`src/rtl/fpu_pkg.sv`:
```
// Shared FPU definitions: format widths, biases and exponent-class helpers.
// Imported by the adder and multiplier exponent paths.
package fpu_pkg;

    localparam int EXP_W_SP    = 8;
    localparam int EXP_W_DP    = 11;
    localparam int EXP_BIAS_SP = 127;
    localparam int EXP_BIAS_DP = 1023;

    typedef enum logic [1:0] {
        EXP_NORMAL = 2'd0,
        EXP_MAX    = 2'd1,
        EXP_MIN    = 2'd2
    } exp_class_t;

    function automatic logic [31:0] exp_all_ones(input int w);
        return (32'd1 << w) - 32'd1;
    endfunction

endpackage

```
`src/rtl/exp_classify.sv`:
```
// Combinational exponent classifier: saturates, denormalises or passes ie.
// Shared by the adder and multiplier exponent paths.
module exp_classify
    import fpu_pkg::*;
#(
    parameter int EXP_W = 8
) (
    input  logic [EXP_W+1:0] ie,
    input  logic             ftz,
    output logic [EXP_W-1:0] exp_out,
    output logic             max_exp,
    output logic             min_exp,
    output logic [EXP_W+1:0] excess_shift,
    output logic             flush_zero,
    output exp_class_t       cls
);

    localparam logic [EXP_W+1:0] IE_MAX = (EXP_W+2)'(exp_all_ones(EXP_W));

    logic ie_neg;
    logic is_ovf;
    logic is_unf;

    assign ie_neg = ie[EXP_W+1];
    assign is_ovf = !ie_neg && (ie >= IE_MAX);
    assign is_unf = ie_neg || (ie == '0);

    // Classify the signed exponent; ovf and unf ranges never overlap
    always_comb begin
        exp_out      = '0;
        max_exp      = 1'b0;
        min_exp      = 1'b0;
        excess_shift = '0;
        flush_zero   = 1'b0;
        cls          = EXP_NORMAL;
        unique case (1'b1)
            is_ovf: begin
                exp_out = '1;
                max_exp = 1'b1;
                cls     = EXP_MAX;
            end
            is_unf: begin
                min_exp = 1'b1;
                cls     = EXP_MIN;
                if (ftz)
                    flush_zero = 1'b1;
                else
                    excess_shift = -ie;
            end
            default: begin
                exp_out = ie[EXP_W-1:0];
            end
        endcase
    end

endmodule

```
`src/rtl/exp_update_pipe.sv`:
```
// Two-stage valid/ready exponent update for the FP adder.
// Stage 1 forms the signed exponent, stage 2 holds the classified result.
module exp_update_pipe
    import fpu_pkg::*;
#(
    parameter int EXP_W   = 8,
    parameter int SUM_W   = 27,
    parameter int SHIFT_W = 5,
    parameter int EXC_W   = EXP_W + 2
) (
    input  logic               clk,
    input  logic               rst,
    input  logic               in_valid,
    output logic               in_ready,
    input  logic [EXP_W-1:0]   exp_in,
    input  logic               ovf,
    input  logic               ovf_rnd,
    input  logic [SHIFT_W-1:0] lz_shift,
    input  logic               one_shift_left,
    input  logic [1:0]         sum_top,
    input  logic               ftz_mode,
    output logic               out_valid,
    input  logic               out_ready,
    output logic [EXP_W-1:0]   exp_out,
    output logic               max_exp,
    output logic               min_exp,
    output logic [EXC_W-1:0]   excess_shift,
    output logic               flush_zero,
    output logic               sticky_ovf,
    output logic               sticky_unf,
    input  logic               flag_clr
);

    localparam int IE_W = EXP_W + 2;

    if (SUM_W < 2 || SHIFT_W > EXP_W + 1) begin : g_bad_cfg
        $error("exp_update_pipe: unsupported SUM_W/SHIFT_W");
    end

    logic            path_left;
    logic [IE_W-1:0] shift;
    logic [IE_W-1:0] ie_next;
    logic            s2_advance;
    logic            out_hs;

    logic            s1_valid;
    logic [IE_W-1:0] s1_ie;
    logic            s1_ftz;

    logic [EXP_W-1:0] c_exp;
    logic             c_max;
    logic             c_min;
    logic [IE_W-1:0]  c_excess;
    logic             c_flush;
    exp_class_t       c_cls;
    exp_class_t       s2_cls;

    assign path_left  = ({ovf, sum_top} == 3'b000);
    assign shift      = path_left ? IE_W'(lz_shift) : IE_W'(one_shift_left);
    assign ie_next    = IE_W'(exp_in) + IE_W'(ovf) + IE_W'(ovf_rnd) - shift;
    assign s2_advance = !out_valid || out_ready;
    assign in_ready   = !s1_valid || s2_advance;
    assign out_hs     = out_valid && out_ready;

    // Stage 1: capture the unclassified exponent and FTZ mode
    always_ff @(posedge clk) begin
        if (rst) begin
            s1_valid <= 1'b0;
            s1_ie    <= '0;
            s1_ftz   <= 1'b0;
        end else if (in_ready) begin
            s1_valid <= in_valid;
            if (in_valid) begin
                s1_ie  <= ie_next;
                s1_ftz <= ftz_mode;
            end
        end
    end

    exp_classify #(
        .EXP_W(EXP_W)
    ) u_classify (
        .ie          (s1_ie),
        .ftz         (s1_ftz),
        .exp_out     (c_exp),
        .max_exp     (c_max),
        .min_exp     (c_min),
        .excess_shift(c_excess),
        .flush_zero  (c_flush),
        .cls         (c_cls)
    );

    // Stage 2: hold the classified result until downstream takes it
    always_ff @(posedge clk) begin
        if (rst) begin
            out_valid    <= 1'b0;
            exp_out      <= '0;
            max_exp      <= 1'b0;
            min_exp      <= 1'b0;
            excess_shift <= '0;
            flush_zero   <= 1'b0;
            s2_cls       <= EXP_NORMAL;
        end else if (s2_advance) begin
            out_valid <= s1_valid;
            if (s1_valid) begin
                exp_out      <= c_exp;
                max_exp      <= c_max;
                min_exp      <= c_min;
                excess_shift <= EXC_W'(c_excess);
                flush_zero   <= c_flush;
                s2_cls       <= c_cls;
            end
        end
    end

    // Sticky status: a result delivered this cycle beats a clear
    always_ff @(posedge clk) begin
        if (rst) begin
            sticky_ovf <= 1'b0;
            sticky_unf <= 1'b0;
        end else begin
            sticky_ovf <= (sticky_ovf && !flag_clr) ||
                          (out_hs && s2_cls == EXP_MAX);
            sticky_unf <= (sticky_unf && !flag_clr) ||
                          (out_hs && s2_cls == EXP_MIN);
        end
    end

endmodule

```
`config.mk`:
```
export PLATFORM = sky130hd
export DESIGN_NAME = exp_update_pipe
export DESIGN_NICKNAME = d
export VERILOG_FILES = /design/src/rtl/fpu_pkg.sv /design/src/rtl/exp_classify.sv /design/src/rtl/exp_update_pipe.sv
export SDC_FILE = /design/constraint.sdc
export NUM_CORES = 1
export LEC_CHECK = 0
export CORE_MARGIN = 4
export CORE_UTILIZATION = 40
export DETAILED_ROUTE_END_ITERATION = 10
export PLACE_DENSITY = 0.63
export SYNTH_ARGS = -nofsm -noshare
export SYNTH_HDL_FRONTEND = slang
export SYNTH_SLANG_ARGS = --single-unit
```
`constraint.sdc`:
```
create_clock -name clk -period 7.3 [get_ports clk]
set_input_delay 1.46 -clock clk [delete_from_list [all_inputs] [get_ports clk]]
set_output_delay 1.46 -clock clk [all_outputs]
set_load 0.005 [all_outputs]
```
Word-level counts from Yosys, hierarchy flattened
Cells that the tools add are included.
{"block": "classes", "n_addsub": 4, "magnitude_cmp": 1, "eq_ne": 2, "muxes": 9, "reduce_logical": 19}
{"operator": "10-bit two-way mux", "count": 2}
{"operator": "8-bit one-hot mux with 2 select lines", "count": 1}
{"operator": "9-bit by 1-bit adder with 10-bit output", "count": 1}
{"operator": "10-bit by 8-bit greater-or-equal comparator with 1-bit output (second input constant)", "count": 1}
{"operator": "10-bit logical NOT", "count": 1}
{"operator": "10-bit negation", "count": 1}
{"operator": "10-bit by 5-bit subtractor with 10-bit output", "count": 1}
{"operator": "8-bit by 1-bit adder with 9-bit output", "count": 1}
{"operator": "1-bit logical AND", "count": 6}
{"operator": "1-bit logical OR", "count": 5}
{"operator": "5-bit two-way mux", "count": 1}
{"operator": "1-bit logical NOT", "count": 4}
{"operator": "1-bit two-way mux", "count": 4}
{"operator": "2-bit one-hot mux with 2 select lines", "count": 1}
{"operator": "2-bit AND reduction", "count": 2}
{"operator": "3-bit logical NOT", "count": 1}
{"operator": "2-bit by 1-bit == test with 1-bit output (second input constant)", "count": 1}
{"operator": "2-bit == test (second input constant)", "count": 1}
{"block": "totals", "reg_bits": 38, "out_inout_bits": 25}

Longest topological paths before layout
{"block": "logic_depth", "ltp_word": 4, "ltp_mapped": 10}

By module
A second synthesis with hierarchy kept.
{"block": "unflattened", "cells_unflattened": 287, "hier_area_um2": 2248.4}
{"module": "exp_update_pipe", "instances": 1, "cells_each": 223, "area_per_inst_um2": 1836.8}
{"module": "exp_classify", "instances": 1, "cells_each": 64, "area_per_inst_um2": 411.6}

Worst setup path after synthesis
No wires, ideal clock.
{"block": "synth_path", "path_kind": "in2reg", "from": "input port sum_top[1]", "to": "register s1_ie[8]", "arrival_time_ps": 4309, "required_ps": 7178, "path_slack_ps": 2869, "stages": 10, "n_path_buf": 0, "path_cell_list": "nor3_1 > mux2_2 > ha_1 > fa_1 > inv_1 > fa_1 > a211o_1 > a2111oi_0 > nor4_1 > a311o_1"}
{"block": "synth_via", "elab_chain_len": 3}
{"item": "start: declaration", "line": "exp_update_pipe.sv:20", "source": "input logic [1:0] sum_top,"}
{"item": "3-bit logical NOT", "line": "exp_update_pipe.sv:58", "source": "assign path_left = ({ovf, sum_top} == 3'b000);"}
{"item": "5-bit two-way mux", "line": "exp_update_pipe.sv:59", "source": "assign shift = path_left ? IE_W'(lz_shift) : IE_W'(one_shift_left);"}
{"item": "10-bit by 5-bit subtractor with 10-bit output", "line": "exp_update_pipe.sv:60", "source": "assign ie_next = IE_W'(exp_in) + IE_W'(ovf) + IE_W'(ovf_rnd) - shift;"}
{"item": "end signal: assignment", "line": "exp_update_pipe.sv:74", "source": "s1_ie <= ie_next;"}
{"item": "end: declaration", "line": "exp_update_pipe.sv:47", "source": "logic [IE_W-1:0] s1_ie;"}
No other way between the ends.
A chain may end at the register's enable or synchronous reset.

Worst setup path in the final report
Ends and elaborated chain as after synthesis.

==> results.cfg <==
[status]
status = complete, no violations

[setup_path]
reg2reg_to = exp_out[4]$_SDFFE_PP0P_
worstSetupEndpointType = register
r2r_start = out_valid$_SDFFE_PP0P_
critPathRequiredTime_ns = 7.47
cp-start-kind = primary input
r2r_slack_ns = 5.20
critPathKind = primary input to register
cp_max_fo = 5
arrival_ns = 5.07
ff2ff_path_depth = 4

[power_and_ir_drop]
power.leakage_nw = 1.05
p_sw_frac = 0.276
p_seq_frac = 0.429
finalPower_uw = 535
combPwrFrac = 0.234
power_density_nw_per_um2 = 193
p_int_uw = 388
clockPowerShare = 0.337
switching_power_uw = 148
peakVddDrop_mv = 0.0779

[floorplan]
io_pins = 49
die_x_microns = 81.4
dieArea_sq_um = 6630
num_rows = 26
die_h_microns = 81.4
core-area_sq_um = 5170
start_util = 0.417

[worst_hold_path]
holdCritPathClass = register to register
hold_start = excess_shift[4]$_SDFFE_PP0P_
hold_end = excess_shift[4]$_SDFFE_PP0P_
holdPathStages = 2

[clocking]
cts_hold_buf = 0
clock_latency_ns = 0.28
ctsHtreeMaxLevel = 2
cts_root_buf = clkbuf_8
path_clk_slew_ns = 0.07
cts_buffer_depth = 2
cts_buffers = 5
cts-resized-gates = 0
cts_tree = done
post-cts-setup-buffers = 0
clock-sinks = 37

[layout]
multiInputGateArea_sq_um = 1290
antenna_cells = 0
mostFrequentLayoutCell = clkdlybuf4s50_1
top_regs = excess_shift x10, s1_ie x10, exp_out x8
mostFrequentLayoutCells = 48 x clkdlybuf4s50_1, 37 x dfxtp_1, 32 x nand2_1
seqCellArea_sq_um = 741
nets = 339
area_growth_pct = 28.8
drive_above_1_share = 0.0503
fin_util = 0.537
n_fill_cell = 512

[sta]
final_hold_viol_count = 0
rsz0062_at_grt = false
tightest_slew_ns = 1.07
slew_headroom = 0.284
fmax_mhz = 204
tns_ns = 0
period_share = 0.671
min_period_ns = 4.90
setup_viol = 0
finalClockSkew_ns = 0.00366
drv_slew = 0

[placed_design]
port_buffers = 48
gp_congestion = 0.758
dp_hpwl_microns = 3510

[yosys]
syn-instance-count = 257
yosysSeqAreaShare = 0.344
synth_top_cell_area_share = 0.344
synth_edf_count = 0
syn_nets = 299
synthFlopType = dfxtp_1
synthDistinctLibCells = 50
netlist_area_sq_um = 2160
syn_area_per_cell_sq_um = 8.39
yosysTopAreaCell = dfxtp_1
ys_warn_count = 0
ys_ff_latch = 37
async_flop_share = 0
yosys-top-cells-area = dfxtp_1 34%, ha_1 9.3%, nand2_1 5.6%

[routing]
drt_iter0_markers = 115
first_pass_iters = 4
drc = 0
routed_via_density = 5.22
drt-total-wl_microns = 4810
drt.antenna.violating_nets = 0
via_count = 1921
routedWlPerCell_microns = 13.1

[global_route]
grt_max_degree = 41
grt_pass1_vias = 1700
antenna_found_initial = 0
grt-ovfl-total = 0
track_usage = 0.148
grt_pass1_wl_microns = 7860

[flow_run]
max_cap_viol_count = 0
[layout make-up]
| type | count | area share |
|---|---|---|
| Multi-Input combinational cell | 189 | 0.464 |
| Sequential cell | 37 | 0.267 |
| Timing Repair Buffer | 49 | 0.176 |
| Tap cell | 70 | 0.0315 |
| Clock buffer | 7 | 0.0311 |
| Inverter | 15 | 0.0203 |
| Clock inverter | 1 | 0.0108 |
[how the worst max path moves through the flow]
stage                          start                     to  slack, ns
final                     sum_top[1]  s1_ie[8]$_SDFFE_PP0P_       2.40
after global routing      sum_top[1]  s1_ie[8]$_SDFFE_PP0P_       2.19
after CTS                 sum_top[1]  s1_ie[8]$_SDFFE_PP0P_       2.41
after detailed placement  sum_top[1]  s1_ie[8]$_SDFFE_PP0P_       2.11
after global placement    sum_top[1]  s1_ie[8]$_SDFFE_PP0P_       2.28
after floorplan           sum_top[1]  s1_ie[8]$_SDFFE_PP0P_       2.87
[synthesized netlist by cell type (2+ instances only)]
library cell,n
nor4_1,2
a211o_1,3
ha_1,16
buf_2,2
o21a_1,4
and3_1,2
buf_1,2
nor2_1,14
nand4_1,6
o21ai_0,5
nand2b_1,3
nand3b_1,7
o211ai_1,4
o31ai_1,4
dfxtp_1,37
nand3_1,6
a32oi_1,3
a211oi_1,3
nor3_1,2
nor2b_1,5
a21oi_1,19
clkbuf_1,11
or3_1,5
fa_1,2
xor2_1,2
inv_1,15
nand2_1,32
o2111ai_1,2
nand4b_1,6
a31oi_1,8
xnor2_1,2
or4_1,3
or2_2,3
[stage by stage]
step	instance area [sq um]	worst slack, ns	hold WS [ns]	instances
floorplan	2160	2.87	0.444	257
global placement	2660	2.28	0.439	360
detailed placement	2660	2.11	0.445	360
CTS	2780	2.41	0.456	368
global route	2780	2.19	0.478	368
finish	2780	2.40	0.450	368
[power groups by stage]
stage               registers, mW  clock network [mW]  logic, mW
finish                      0.230               0.180      0.125
global route                0.232               0.193      0.141
CTS                         0.230               0.186      0.126
detailed placement          0.234                   0      0.126
global placement            0.234                   0      0.125
floorplan                   0.228                   0     0.0900
[critical path, cell delays in order]
cell and delay, ns:
clkdlybuf4s50_1 0.40, nor3_1 0.45, mux2_2 0.40, ha_1 0.29
fa_1 0.18, inv_1 0.06, fa_1 0.41, a211o_1 0.35
a2111oi_0 0.60, nor4_1 0.13, a311o_1 0.34
[cells by family after synthesis]
family                     synth area share
and+or+nand+nor                       0.254
AOI/OAI and AO/OA                     0.206
DFF                                   0.344
buffers and inverters                0.0586
adders and majority gates             0.111
xor gates and xnor gates             0.0163
muxes                               0.00987
[layer usage]
| metal | vias up | global-route usage | share of wire |
|---|---|---|---|
| li1 | 1014 | - | - |
| met1 | 857 | 0.203 | 0.51 |
| met2 | 45 | 0.231 | 0.43 |
| met3 | 5 | 0.0329 | 0.048 |
| met4 | 0 | 0.0456 | 0.013 |
| met5 | - | 0 | 0 |
Note: power is estimated with default switching activity, not from simulation.
